File: src/rtl/clk_mon_pkg.sv
// clk_mon_pkg: shared state type and default constants for the tick monitor
package clk_mon_pkg;
   typedef enum logic [1:0] {
      ST_IDLE    = 2'd0,
      ST_ACQUIRE = 2'd1,
      ST_LOCKED  = 2'd2
   } state_t;
   localparam int SYS_CLK_HZ  = 50000000;
   localparam int DEFAULT_TOL = 2;
endpackage

File: src/rtl/sync_edge_detect.sv
// sync_edge_detect: synchronizes an async level into clk and emits registered rise/fall pulses
module sync_edge_detect #(
   parameter int SYNC_STAGES = 2
) (
   input  logic i_clk,
   input  logic i_reset,
   input  logic i_async,
   output logic o_rise_now,
   output logic o_rise_pulse,
   output logic o_fall_pulse
);
   logic [SYNC_STAGES-1:0] r_sync;
   logic                   r_prev;
   logic                   w_s;
   logic                   w_fall;
   assign w_s        = r_sync[SYNC_STAGES-1];
   assign o_rise_now = w_s & ~r_prev;
   assign w_fall     = ~w_s & r_prev;
   // shift the input through the synchronizer, keep the previous level and register the edge pulses
   always_ff @(posedge i_clk) begin
      if (i_reset) begin
         r_sync       <= '0;
         r_prev       <= 1'b0;
         o_rise_pulse <= 1'b0;
         o_fall_pulse <= 1'b0;
      end else begin
         r_sync       <= {r_sync[SYNC_STAGES-2:0], i_async};
         r_prev       <= w_s;
         o_rise_pulse <= o_rise_now;
         o_fall_pulse <= w_fall;
      end
   end
endmodule

File: src/rtl/clk_tick_monitor.sv
// clk_tick_monitor: edge enables, rise-to-rise period measurement and lock/timeout tracking of a slow clock
module clk_tick_monitor
   import clk_mon_pkg::*;
#(
   parameter int SYNC_STAGES = 2,
   parameter int CNT_W       = 32,
   parameter int MAX_PERIOD  = 50000000,
   parameter int LOCK_COUNT  = 4,
   parameter int TOL         = DEFAULT_TOL
) (
   input  logic             i_clk,
   input  logic             i_reset,
   input  logic             i_slow_in,
   output logic             o_rise_pulse,
   output logic             o_fall_pulse,
   output logic [CNT_W-1:0] o_period_out,
   output logic             o_period_valid,
   output logic             o_locked,
   output logic             o_timeout
);
   localparam int MW = $clog2(LOCK_COUNT + 1);
   localparam logic [CNT_W-1:0] LP_MAX  = CNT_W'(MAX_PERIOD);
   localparam logic [CNT_W-1:0] LP_LAST = CNT_W'(MAX_PERIOD - 1);
   state_t           r_state;
   logic [CNT_W-1:0] r_cnt;
   logic [CNT_W-1:0] r_ref;
   logic             r_ref_valid;
   logic [MW-1:0]    r_match;
   logic             w_rise;
   logic [CNT_W-1:0] w_meas;
   logic [CNT_W:0]   w_meas_x;
   logic [CNT_W:0]   w_ref_x;
   logic [CNT_W:0]   w_diff;
   logic             w_in_tol;
   logic [MW-1:0]    w_match_inc;
   logic             w_tmo;
   sync_edge_detect #(.SYNC_STAGES(SYNC_STAGES)) u_sync (
      .i_clk        (i_clk),
      .i_reset      (i_reset),
      .i_async      (i_slow_in),
      .o_rise_now   (w_rise),
      .o_rise_pulse (o_rise_pulse),
      .o_fall_pulse (o_fall_pulse)
   );
   // measured period and its absolute distance from the reference, via compare-then-subtract
   always_comb begin
      w_meas      = r_cnt + CNT_W'(1);
      w_meas_x    = {1'b0, w_meas};
      w_ref_x     = {1'b0, r_ref};
      w_diff      = (w_meas_x >= w_ref_x) ? w_meas_x - w_ref_x : w_ref_x - w_meas_x;
      w_in_tol    = w_diff <= (CNT_W+1)'(TOL);
      w_match_inc = r_match + MW'(1);
      w_tmo       = (r_cnt == LP_LAST) && !w_rise;
   end
   // period counter, acquire/lock state machine and registered status outputs
   always_ff @(posedge i_clk) begin
      if (i_reset) begin
         r_state        <= ST_IDLE;
         r_cnt          <= '0;
         r_ref          <= '0;
         r_ref_valid    <= 1'b0;
         r_match        <= '0;
         o_period_out   <= '0;
         o_period_valid <= 1'b0;
         o_locked       <= 1'b0;
         o_timeout      <= 1'b0;
      end else begin
         o_period_valid <= 1'b0;
         o_timeout      <= 1'b0;
         r_cnt          <= w_rise ? '0 : (r_cnt == LP_MAX) ? r_cnt : r_cnt + CNT_W'(1);
         if (w_rise) begin
            if (r_state != ST_IDLE) begin
               o_period_out   <= w_meas;
               o_period_valid <= 1'b1;
            end
            case (r_state)
               ST_IDLE: begin
                  r_state     <= ST_ACQUIRE;
                  r_ref_valid <= 1'b0;
                  r_match     <= '0;
               end
               ST_ACQUIRE: begin
                  if (!r_ref_valid) begin
                     r_ref       <= w_meas;
                     r_ref_valid <= 1'b1;
                     r_match     <= '0;
                  end else if (w_in_tol) begin
                     r_match <= w_match_inc;
                     if (w_match_inc == MW'(LOCK_COUNT)) begin
                        r_state  <= ST_LOCKED;
                        o_locked <= 1'b1;
                     end
                  end else begin
                     r_ref   <= w_meas;
                     r_match <= '0;
                  end
               end
               ST_LOCKED: begin
                  if (!w_in_tol) begin
                     r_state     <= ST_ACQUIRE;
                     r_ref       <= w_meas;
                     r_ref_valid <= 1'b1;
                     r_match     <= '0;
                     o_locked    <= 1'b0;
                  end
               end
               default: r_state <= ST_IDLE;
            endcase
         end else if (w_tmo) begin
            o_timeout   <= 1'b1;
            r_state     <= ST_IDLE;
            o_locked    <= 1'b0;
            r_ref_valid <= 1'b0;
         end
      end
   end
endmodule

File: config.mk
export PLATFORM = sky130hd
export DESIGN_NAME = clk_tick_monitor
export DESIGN_NICKNAME = d
export VERILOG_FILES = /design/src/rtl/clk_mon_pkg.sv /design/src/rtl/sync_edge_detect.sv /design/src/rtl/clk_tick_monitor.sv
export SDC_FILE = /design/constraint.sdc
export NUM_CORES = 1
export LEC_CHECK = 0
export ABC_AREA = 1
export BUFFER_PORTS_ARGS = -buffer_cell sky130_fd_sc_hd__clkbuf_2
export CAP_MARGIN = 20
export CORE_ASPECT_RATIO = 1.75
export CORE_MARGIN = 4
export CORE_UTILIZATION = 55
export CTS_BUF_LIST = sky130_fd_sc_hd__clkbuf_4 sky130_fd_sc_hd__clkbuf_8
export DETAILED_ROUTE_END_ITERATION = 10
export PLACE_DENSITY_LB_ADDON = 0.08
export SYNTH_ARGS = -nofsm -noshare
export SYNTH_HDL_FRONTEND = slang
export SYNTH_SLANG_ARGS = --single-unit
File: constraint.sdc
create_clock -name i_clk -period 5.29 [get_ports i_clk]
set_input_delay 0.529 -clock i_clk [delete_from_list [all_inputs] [get_ports i_clk]]
set_output_delay 0.529 -clock i_clk [all_outputs]
set_load 0.03 [all_outputs]
## Word-level counts from Yosys, hierarchy flattened

Index checks and enable logic that the tools add are counted.
Widths: inputs -> output; s select.

- Flip-flop bits (word level): 110
- Word-level logic and storage cells: 78
- Output and inout bits: 37

- Mux-type cells: 27
- Equality and inequality tests: 12
- Bitwise logic cells: 5
- $lt $le $gt $ge: 2
- Add/subtract/negate cells: 4
- Reductions and logical operators: 15

Operators by type and width:

| operator | number |
|---|---|
| $sub 32x32->33 | 2 |
| $eq 32x26->1 const B | 2 |
| $mux 32 | 2 |
| $pmux 32 s2 | 1 |
| $le 33x2->1 const B | 1 |
| $mux 33 | 1 |
| $add 32x1->32 const B | 1 |
| $ge 32x32->1 | 1 |
| $mux 2 | 6 |
| $ne 3x3->1 const B | 4 |
| $mux 1 | 10 |
| $mux 3 | 3 |
| $pmux 3 s3 | 1 |
| $pmux 2 s3 | 1 |
| $reduce_and 3->1 | 2 |
| $reduce_and 6->1 | 1 |
| $reduce_bool 2->1 | 3 |
| $reduce_and 5->1 | 1 |
| $ne 4x1->1 const B | 1 |
| $reduce_and 2->1 | 2 |
| $reduce_or 2->1 | 2 |
| $add 3x1->3 const B | 1 |
| $eq 3x3->1 const B | 1 |
| $ne 3x1->1 const B | 1 |
| other kinds (11) | 14 |

## Logic depth before layout (Yosys ltp)

Gate-level depths: netlist (run 1).

- Depth after elaboration: 8
- Depth in mapped cells: 41

## By module

Synthesis (run 1) repeated with hierarchy kept, for this count alone.

- Cell total of the unflattened synthesis: 1,906
- Area, all modules: 10,874.2 um^2

By module, submodules not included:

| module | area an instance (um^2) | seq. area each (um^2) | cells an instance | times used |
|---|---|---|---|---|
| clk_tick_monitor | 10,724.0 | 2,102.0 | 1,889 | 1 |
| sync_edge_detect | 150.1 | 100.1 | 17 | 1 |

## Worst setup path before layout (run 1)

Ideal clock, no wire load.

- Path kind: register -> register
- From: reg r_cnt[0]
- To: reg r_ref[24]
- Required time: 5.157 ns
- Slack: 0.274 ns
- Arrival: 4.883 ns
- Path buffers: 2
- Setup time: 0.133 ns
- Clock period less this slack: 5.016 ns
- Stages on the path, launching flop included: 39
- Cell sequence: dfxtp_1 -> ha_1 -> nand2_1 -> nor2_1 -> nand3_1 -> nor2_1 -> nand2_1 -> nor3_1 -> nand3_1 -> nor2_1 -> nand3_1 -> nor2_1 -> nand3_1 -> nor2_2 -> nand3_1 -> xor2_1 -> inv_1 -> ha_1 -> [3 not listed] -> nor2_4 -> nand2_1 -> nand3b_2 -> nor2_8 -> nand2_8 -> buf_8 -> nor2_1 -> nor2_2 -> nand2_1 -> nor3_1 -> nand3_1 -> nor2_4 -> nand2_2 -> nand2_2 -> inv_1 -> buf_2 -> o21ai_0 -> a21oi_1

- Cells in the longest elaborated chain, start to end: 7
- Elaborated cells between the ends (all ways): 9
- Those cells by class: add/sub (3); order compare (2); mux (4)

RTL lines:

| item | RTL line | RTL |
|---|---|---|
| start, declared | clk_tick_monitor.sv:25 | `logic [CNT_W-1:0] r_cnt;` |
| start signal, assigned | clk_tick_monitor.sv:70 | `r_cnt <= w_rise ? '0 : (r_cnt == LP_MAX) ? r_cnt : r_cnt + CNT_W'(1);` |
| $add 32x1->32 * | clk_tick_monitor.sv:47 | `w_meas = r_cnt + CNT_W'(1);` |
| via w_meas[28] | clk_tick_monitor.sv:30 | `logic [CNT_W-1:0] w_meas;` |
| $sub 32x32->33 / $ge 32x32->1 (equally long branches) | clk_tick_monitor.sv:50 | `w_diff = (w_meas_x >= w_ref_x) ? w_meas_x - w_ref_x : w_ref_x - w_meas_x;` |
| $mux 33 * | clk_tick_monitor.sv:50 |  |
| $le 33x2->1 * | clk_tick_monitor.sv:51 | `w_in_tol = w_diff <= (CNT_W+1)'(TOL);` |
| $mux 32 * | clk_tick_monitor.sv:87, clk_tick_monitor.sv:99 |  |
| $mux 32 | clk_tick_monitor.sv:83 | `if (!r_ref_valid) begin` |
| $pmux 32 s2 * | clk_tick_monitor.sv:76 | `case (r_state)` |
| end signal, assigned | clk_tick_monitor.sv:84 | `r_ref <= w_meas;` |
| end signal, assigned | clk_tick_monitor.sv:94 | `r_ref <= w_meas;` |
| end signal, assigned | clk_tick_monitor.sv:101 | `r_ref <= w_meas;` |
| end, declared | clk_tick_monitor.sv:26 | `logic [CNT_W-1:0] r_ref;` |

Mark *: on every way through the listed nets, which the timed path passes. The rest lies on a longest branch.
A chain may end at the register's enable or synchronous reset.

## Worst setup path after layout (run 1)

- From: reg r_cnt[0]
- To: reg r_ref[31]

The elaborated chain is that of the path after synthesis.

==> impl_metrics.tcl, run 1 <==
set metrics [dict create \
    fin_area_um2 13300 \
    seq_area_um2 2210 \
    ys_types 45 \
    syn_inst 1867 \
    hold_viol_final 0 \
    dp.final_hpwl_um 29200 \
    multiInputGateArea_um2 7660 \
    synthesis.area_um2 10700 \
    synth_edf_count 0 \
    antenna_found_initial 0 \
    core_area_um2 19200 \
    fillers 1739 \
    outcome "finished, violations left" \
    rsz0062_at_grt "yes" \
    avgRoutedWirePerCell_um 16.8 \
    worstSetupStartpointType "flip-flop" \
    crit_path_end_kind "flip-flop" \
    fin_nets 2100 \
    synth-main-ff-cell "dfxtp_1" \
    area_delta_synth_final_pct 23.8 \
    grt_first_pass_wirelength_um 57400 \
    synth_top_area_cell "nand2_1" \
    final_util 0.691 \
    port_buffers 39 \
    synth_nets 1945 \
    worst_pin_slew_ps 1020 \
    drt_iter0_markers 820 \
    synthTopCellsByArea "nand2_1, dfxtp_1, inv_1" \
    layout-drive-gt1-share 0.194 \
    finalCriticalPeriod_ps 5350 \
    slew_headroom 0.318 \
    slowest_delay_ps 400 \
    violations "setup timing" \
    clock_skew_ps 18.3 \
    fmax_mhz 187 \
    initial_core_util 0.558 \
    dr.pass1.iters 5 \
    cp.required_ps 5610 \
    clk_pin_slew_ps 110 \
    via_per_inst 5.36 \
    ys_ff_latch 110 \
    setup_violations 14 \
    ir_drop_mv 0.416 \
    pin_count 40 \
    p_per_area_nw_per_um2 182 \
    track_usage 0.332 \
    path_class "flip-flop to flip-flop" \
    crit_fanout 11 \
    grt_start_max_net_pins 57 \
    h-tree-depth 3 \
    holdBufCountCts 0 \
    synth-seq-area-share 0.206 \
    critPathSlowestCell "dfxtp_4" \
    routed_wl_um 38000 \
    die_x_um 113 \
    yosys_warnings 0 \
    drc 0 \
    timing.final.ws_setup_ps -60.0 \
    n_antenna_cell 0 \
    synth.top_cell.area_share 0.236 \
    clock_latency_ps 390 \
    drtAntennaViolNets 0 \
    dieArea_um2 21900 \
    drv_cap 0 \
    cts_buffers 9 \
    worstPathArrival_ps 5670 \
    cts_max_path_buffers 2 \
    leakage_uw 0.00719 \
    crit_path_frequent_cell "nand3_2" \
    grt_overflow 0 \
    gp_congestion 1.02 \
    final-max-slew-violation-count 0 \
    hp-class "input pin to flip-flop" \
    period_share 1.01 \
    rows 67 \
    cts-root-buf "clkbuf_8" \
    async_flop_share 0 \
    die_height_um 193 \
    placed_area_um2 11800 \
    cts.sinks 110 \
    tritoncts "done" \
    vias 12100 \
    hold_slack_ps 338 \
    grt_pass1_vias 11500 \
    avgSynthCellArea_um2 5.74 \
]
routing by layer:
metal,part of all wire,track usage
met5,0,0
met4,0.075,0.214
met1,0.36,0.349
met3,0.039,0.0217
met2,0.52,0.625
kinds of logic after synthesis:
group           Yosys count  synth area share
compound gates          204             0.106
flops                   110             0.206
fa+ha+maj                75            0.0890
xor+xnor                 46            0.0376
buf+inv                 390             0.147
simple gates           1042             0.415
worst paths after layout:
path	start	end	slack, ps	depth (start not counted)
setup reg to reg	r_cnt[0]$_SDFFE_PP0P_	r_ref[31]$_SDFFE_PP0P_	-60	36
hold reg to reg	u_sync.r_sync[0]$_SDFF_PP0_	u_sync.r_sync[1]$_SDFF_PP0_	420	2
hold / removal	i_slow_in	u_sync.r_sync[0]$_SDFF_PP0_	340	3
setup / recovery	r_cnt[0]$_SDFFE_PP0P_	r_ref[31]$_SDFFE_PP0P_	-60	36
flip-flops by register name, summed over array words and instances, names as in the netlist:
register	flops
o_period_out	32
r_ref_valid	1
r_state	2
u_sync.r_sync	2
u_sync.r_prev	1
u_sync.o_rise_pulse	1
r_ref	32
u_sync.o_fall_pulse	1
o_locked	1
r_cnt	32
r_match	3
o_period_valid	1
o_timeout	1
repair_timing:
item	in CTS	in global routing
buffers inserted	15	21
pin swaps	28	60
cloned	5	2
setup endpoints to repair	34	39
gates resized for setup	71	116
placed cells by master (no fill, tap or decap), types with 38 or more instances in the layout:
| cell type | instances |
|---|---|
| inv_1 | 334 |
| nand2_1 | 638 |
| nand2_2 | 47 |
| clkbuf_2 | 39 |
| dfxtp_1 | 105 |
| ha_1 | 60 |
| xor2_1 | 38 |
| nor2_1 | 131 |
| buf_4 | 126 |
| nand3_1 | 97 |
| a21oi_1 | 100 |
through the flow:
step	total power [uW]	cells	setup WS, ps	TNS [ps]
2_1_floorplan	1440	1867	274	0
3_3_place_gp	1700	2209	-8.71	-59.5
3_5_place_dp	1700	2209	-87.2	-833
4_1_cts	2350	2245	8.61	0
5_1_grt	2540	2268	-351	-9780
6_report	2410	2268	-60.0	-337
critical path: cells and delay by family, from the launching register on:
family	cells	cell delay, ps
and+or+nand+nor	23	2580
DFF	1	400
buffers and inverters	5	850
AOI/OAI and AO/OA	5	830
xor gates and xnor gates	1	210
adders and majority gates	2	400
area by class of cell:
class                   instances  area share
well taps                     241      0.0227
repair inverters                1    0.000566
multi-input cells            1369       0.578
flip-flops and latches        110       0.167
repair buffers                188       0.116
clock inverters                 7     0.00868
inverters                     343      0.0976
clock buffers                   9     0.00934
cells in the mapped netlist (all sizes together), types with 2 or more instances:
library cell  instances
nand3b                7
o211ai               14
or2                   5
nor3                 12
o21ai                58
dfxtp               110
clkinv                2
nand4                30
buf                  28
xnor2                 4
o21a                  4
fa                    2
inv                 341
a21oi               122
ha                   73
xor2                 42
o21bai                4
clkbuf               19
nand3               114
nand2               695
nor2                171
nor4                  4
power breakdown:
group,leakage (uW),internal (uW),switching [uW]
registers,0.000889,833,4.80
logic,0.00618,376,603
clock network,0.000117,279,317
total,0.00719,1490,925
(Power assumes the default switching activity.)
==> run 2: changes to the inputs <==
clock period = 5.55 ns   (was 5.29 ns; I/O delays follow)
==> impl_metrics.tcl, run 2 (synthesis results as in run 1) <==
set metrics [dict create \
    cts_max_path_buffers 2 \
    holdBufCountCts 0 \
    drc 0 \
    cp.required_ps 5820 \
    final_util 0.640 \
    placed_area_um2 11400 \
    final_common_cell "nand2_1" \
    reg2reg_depth 38 \
    slew_headroom 0.308 \
    die_height_um 193 \
    n_antenna_cell 0 \
    routed_wl_um 34300 \
    fin_nets 2025 \
    fin_area_um2 12300 \
    cts-root-buf "clkbuf_8" \
    clock_latency_ps 380 \
    p_per_area_nw_per_um2 173 \
    period_share 0.950 \
    vias 11500 \
    tritoncts "done" \
    timing.rr.start "r_cnt[1]$_SDFFE_PP0P_" \
    track_usage 0.305 \
    largestRegisters "o_period_out: 32 flops, r_cnt: 32 flops, r_ref: 32 flops" \
    totalPowerFinal_uw 2130 \
    r2r_slack_ps 280 \
    hp-class "input pin to flip-flop" \
    worst_pin_slew_ps 1040 \
    ir_drop_mv 0.206 \
    drv_cap 0 \
    min_to "u_sync.r_sync[0]$_SDFF_PP0_" \
    worstSetupStartpointType "flip-flop" \
    min_from "i_slow_in" \
    path_class "flip-flop to flip-flop" \
    pin_count 40 \
    final_cell_mix "nand2_1, inv_1, nor2_1" \
    grt_pass1_vias 10600 \
    use_met3 0.0198 \
    cts_buffers 9 \
    port_buffers 39 \
    initial_core_util 0.558 \
    die_x_um 113 \
    avgRoutedWirePerCell_um 15.6 \
    final-max-slew-violation-count 0 \
    clock_skew_ps 14.1 \
    grt_start_max_net_pins 57 \
    hold_viol_final 0 \
    core_area_um2 19200 \
    outcome "complete, no violations" \
    grt_overflow 0 \
    grtUsageMet2 0.573 \
    reg2reg_to "r_ref[18]$_SDFFE_PP0P_" \
    finalCriticalPeriod_ps 5270 \
    worstPathArrival_ps 5550 \
    area_delta_synth_final_pct 14.8 \
    setup_violations 0 \
    clk_pin_slew_ps 110 \
    hold_slack_ps 365 \
    dieArea_um2 21900 \
    drt_iter0_markers 533 \
    drtAntennaViolNets 0 \
    via_per_inst 5.24 \
    crit_fanout 7 \
    dr.pass1.iters 7 \
    crit_path_end_kind "flip-flop" \
    grt_first_pass_wirelength_um 52800 \
    busiest_layer "met2" \
    setup_tns_ps 0 \
    gp_congestion 0.993 \
    layout-drive-gt1-share 0.145 \
    rows 67 \
    slowest_delay_ps 380 \
    whs_path_depth 3 \
    cts.sinks 110 \
    grtUsageMet1 0.329 \
    dp.final_hpwl_um 28200 \
    critPathSlowestCell "dfxtp_2" \
    fmax_mhz 190 \
    leakage_uw 0.00675 \
    h-tree-depth 3 \
    antenna_found_initial 0 \
]
## run 2: cell count changes in the layout (fill, tap and decap cells not counted), moves of 4 or more
cell and delta:
a21oi_1 +8, buf_6 -9, a21oi_2 -7, o21ai_2 -5, nand3_1 +5, buf_12 -5, buf_4 -60, nand2_1 +12
ha_4 -4, nor2_1 +5, nand2_2 -12
## run 2: worst max-delay path, delay by kind of cell, from the launching register on
kind,cells,cell delay (ps)
xor+xnor,1,170
buf+inv,4,510
fa+ha+maj,2,450
compound gates,4,640
simple gates,27,2980
flops,1,380
## run 2: final cells by class
class | count | area [um2]
Multi-Input combinational cell | 1368 | 7420
Clock buffer | 9 | 124
Timing Repair Buffer | 114 | 852
Inverter | 343 | 1290
Fill cell | 1940 | 6910
Tap cell | 241 | 302
Timing Repair inverter | 1 | 7.51
Clock inverter | 7 | 78.8
Sequential cell | 110 | 2210
## run 2: report_power, final
group | switching (uW) | internal [uW] | leakage [uW]
clock network | 297 | 179 | 0.000102
logic | 554 | 302 | 0.00576
registers | 3.88 | 794 | 0.000890
## run 2: stage by stage
| stage | setup WS, ps | std cells |
|---|---|---|
| finish | 279 | 2193 |
| global route | -117 | 2193 |
| CTS | 16.3 | 2176 |
| detailed placement | -1.20 | 2159 |
| global placement | 155 | 2159 |
| floorplan | 534 | 1867 |
## run 2: worst max-delay path by stage
stage                          startpoint                      to  slack [ps]
finish              r_cnt[1]$_SDFFE_PP0P_  r_ref[18]$_SDFFE_PP0P_         280
global route        r_cnt[4]$_SDFFE_PP0P_  r_ref[15]$_SDFFE_PP0P_        -120
CTS                 r_cnt[1]$_SDFFE_PP0P_  r_ref[25]$_SDFFE_PP0P_          20
detailed placement  r_cnt[0]$_SDFFE_PP0P_  r_ref[25]$_SDFFE_PP0P_          -1
global placement    r_cnt[0]$_SDFFE_PP0P_  r_ref[30]$_SDFFE_PP0P_         160
floorplan           r_cnt[0]$_SDFFE_PP0P_  r_ref[24]$_SDFFE_PP0P_         530
## run 2: routing by layer
| metal | vias to the layer above | part of all wire |
|---|---|---|
| met5 | - | 0 |
| met2 | 306 | 0.52 |
| met3 | 131 | 0.032 |
| met1 | 5173 | 0.38 |
| met4 | 0 | 0.069 |
| li1 | 5889 | - |
## run 2: what timing repair did
item,4_1_cts,5_1_grt
gates cloned,1,2
endpoints found under the setup margin,8,39
buffers inserted,0,15
gates resized for setup,6,130
pin swaps,0,45
==> run 3: changes to the inputs <==
REMOVE_ABC_BUFFERS = 1   (was unset)
clock period = 4.35 ns   (was 5.55 ns; I/O delays follow)
==> impl_metrics.tcl, run 3 (synthesis results as in run 1) <==
set metrics [dict create \
    die_x_um 113 \
    switchingPower_uw 1200 \
    worstSetupStartpointType "flip-flop" \
    layout-drive-gt1-share 0.289 \
    violations "setup timing" \
    fillers 1407 \
    slowest_delay_ps 370 \
    crit_fanout 7 \
    wl_met3_um 3200 \
    finalCriticalPeriod_ps 5460 \
    worst_pin_slew_ps 666 \
    core_area_um2 19200 \
    hp-class "input pin to flip-flop" \
    fin_nets 2287 \
    final_common_cell "nand2_1" \
    wl_met2_um 22800 \
    h-tree-depth 3 \
    clkPwrFrac 0.221 \
    period_share 1.26 \
    initial_core_util 0.558 \
    n_antenna_cell 0 \
    cts_max_path_buffers 2 \
    port_buffers 39 \
    grt_start_max_net_pins 66 \
    outcome "finished, violations left" \
    cts_buffers 9 \
    clk_pin_slew_ps 120 \
    avgRoutedWirePerCell_um 18.9 \
    via_per_inst 5.62 \
    cp.required_ps 4630 \
    timing.final.ws_setup_ps -1110 \
    antenna_found_initial 0 \
    r2r_slack_ps -1110 \
    grt_overflow 0 \
    hold_viol_final 0 \
    wl_met1_um 15600 \
    die_height_um 193 \
    dr.pass1.iters 6 \
    gp_congestion 1.09 \
    internal-power_uw 1830 \
    track_usage 0.361 \
    sw_frac_of_total 0.397 \
    critPathSlowestCell "dfxtp_2" \
    grt_first_pass_wirelength_um 62200 \
    drtAntennaViolNets 0 \
    path_class "flip-flop to flip-flop" \
    tritoncts "done" \
    fmax_mhz 183 \
    p_seq_frac 0.336 \
    ir_drop_mv 0.403 \
    totalPowerFinal_uw 3030 \
    top_layer "met4" \
    crit_path_end_kind "flip-flop" \
    cts-root-buf "clkbuf_8" \
    min_from "i_slow_in" \
    leakage_uw 0.00817 \
    cts.sinks 110 \
    largestRegisters "o_period_out: 32 flops, r_cnt: 32 flops, r_ref: 32 flops" \
    drc 0 \
    final-max-slew-violation-count 0 \
    setup_violations 39 \
    worstPathArrival_ps 5740 \
    dp.final_hpwl_um 29700 \
    placedCellCount 2371 \
    stdcell_count 2455 \
    drt_iter0_markers 1257 \
    dieArea_um2 21900 \
    clock_skew_ps 21.1 \
    slew_headroom 0.556 \
    routed_wl_um 46400 \
    reg2reg_depth 32 \
    whs_path_depth 3 \
    area_delta_synth_final_pct 39.9 \
    vias 13800 \
    reg2reg_to "r_ref[18]$_SDFFE_PP0P_" \
    holdBufCountCts 0 \
    p_comb_frac 0.443 \
    pin_count 40 \
    min_to "u_sync.r_sync[0]$_SDFF_PP0_" \
    rows 67 \
    rsz0062_at_grt "yes" \
    crit_path_frequent_cell "nand2_1" \
    final_cell_mix "nand2_1, inv_1, buf_4" \
    final_util 0.781 \
    clock_latency_ps 400 \
    drv_cap 0 \
    timing.rr.start "r_cnt[0]$_SDFFE_PP0P_" \
    p_per_area_nw_per_um2 202 \
    grt_pass1_vias 12600 \
    hold_slack_ps 235 \
]
-- run 3: cell count changes in the layout (fill, tap and decap cells not counted), moves of 15 or more --
cell	delta
a21oi_1	-15
nand2_1	-23
nand3_1	-15
buf_4	+237
buf_6	+20
-- run 3: layer usage --
metal / vias up / track usage
met2: 829 / 0.663
met1: 6238 / 0.380
met4: 0 / 0.267
met5: - / 0
met3: 322 / 0.0257
li1: 6403 / -
-- run 3: power by group through the flow --
stage | registers [uW] | logic (uW) | clock network (uW)
2_1_floorplan | 1040 | 650 | 0
3_3_place_gp | 1040 | 1070 | 0
3_5_place_dp | 1040 | 1080 | 0
4_1_cts | 1020 | 1180 | 655
5_1_grt | 1020 | 1440 | 697
6_report | 1020 | 1340 | 669
-- run 3: worst max path at each step --
stage | start | endpoint | slack (ps) | cells past startpoint
after floorplan | r_cnt[0]$_SDFFE_PP0P_ | r_ref[15]$_SDFFE_PP0P_ | -1340 | 35
after global placement | r_cnt[0]$_SDFFE_PP0P_ | r_ref[30]$_SDFFE_PP0P_ | -940 | 38
after detailed placement | r_cnt[0]$_SDFFE_PP0P_ | r_ref[23]$_SDFFE_PP0P_ | -1090 | 39
after CTS | r_cnt[1]$_SDFFE_PP0P_ | r_ref[18]$_SDFFE_PP0P_ | -800 | 37
after global routing | r_cnt[0]$_SDFFE_PP0P_ | r_ref[16]$_SDFFE_PP0P_ | -1300 | 36
final | r_cnt[0]$_SDFFE_PP0P_ | r_ref[18]$_SDFFE_PP0P_ | -1110 | 32
-- run 3: per-stage QoR --
| stage | area [um2] | setup TNS [ps] | setup WS [ps] |
|---|---|---|---|
| 6_report | 15000 | -39510 | -1110 |
| 5_1_grt | 15000 | -44230 | -1300 |
| 4_1_cts | 14100 | -29150 | -799 |
| 3_5_place_dp | 13000 | -38790 | -1090 |
| 3_3_place_gp | 13000 | -33330 | -943 |
| 2_1_floorplan | 10400 | -38670 | -1340 |
-- run 3: layout make-up --
type,count,area [um2],share of cell area
Clock buffer,10,131,0.00877
Clock inverter,6,77.6,0.00518
Inverter,343,1300,0.0865
Multi-Input combinational cell,1369,8020,0.535
Sequential cell,110,2210,0.147
Tap cell,241,302,0.0201
Timing Repair Buffer,375,2950,0.197
Timing Repair inverter,1,7.51,0.000501
-- run 3: critical path: cells and delay by family (launching register included) --
kind | cells | cell delay (ps)
AND/OR/NAND/NOR | 18 | 2430
adder cells (fa/ha/maj) | 1 | 340
buffers and inverters | 7 | 1020
AO/OA/AOI/OAI | 6 | 1170
flip-flops | 1 | 370
-- run 3: repair_timing --
item | CTS | global route
setup buffers | 43 | 21
resized for setup | 116 | 185
gates cloned | 5 | 0
pin swaps | 60 | 80
endpoints found under the setup margin | 39 | 39
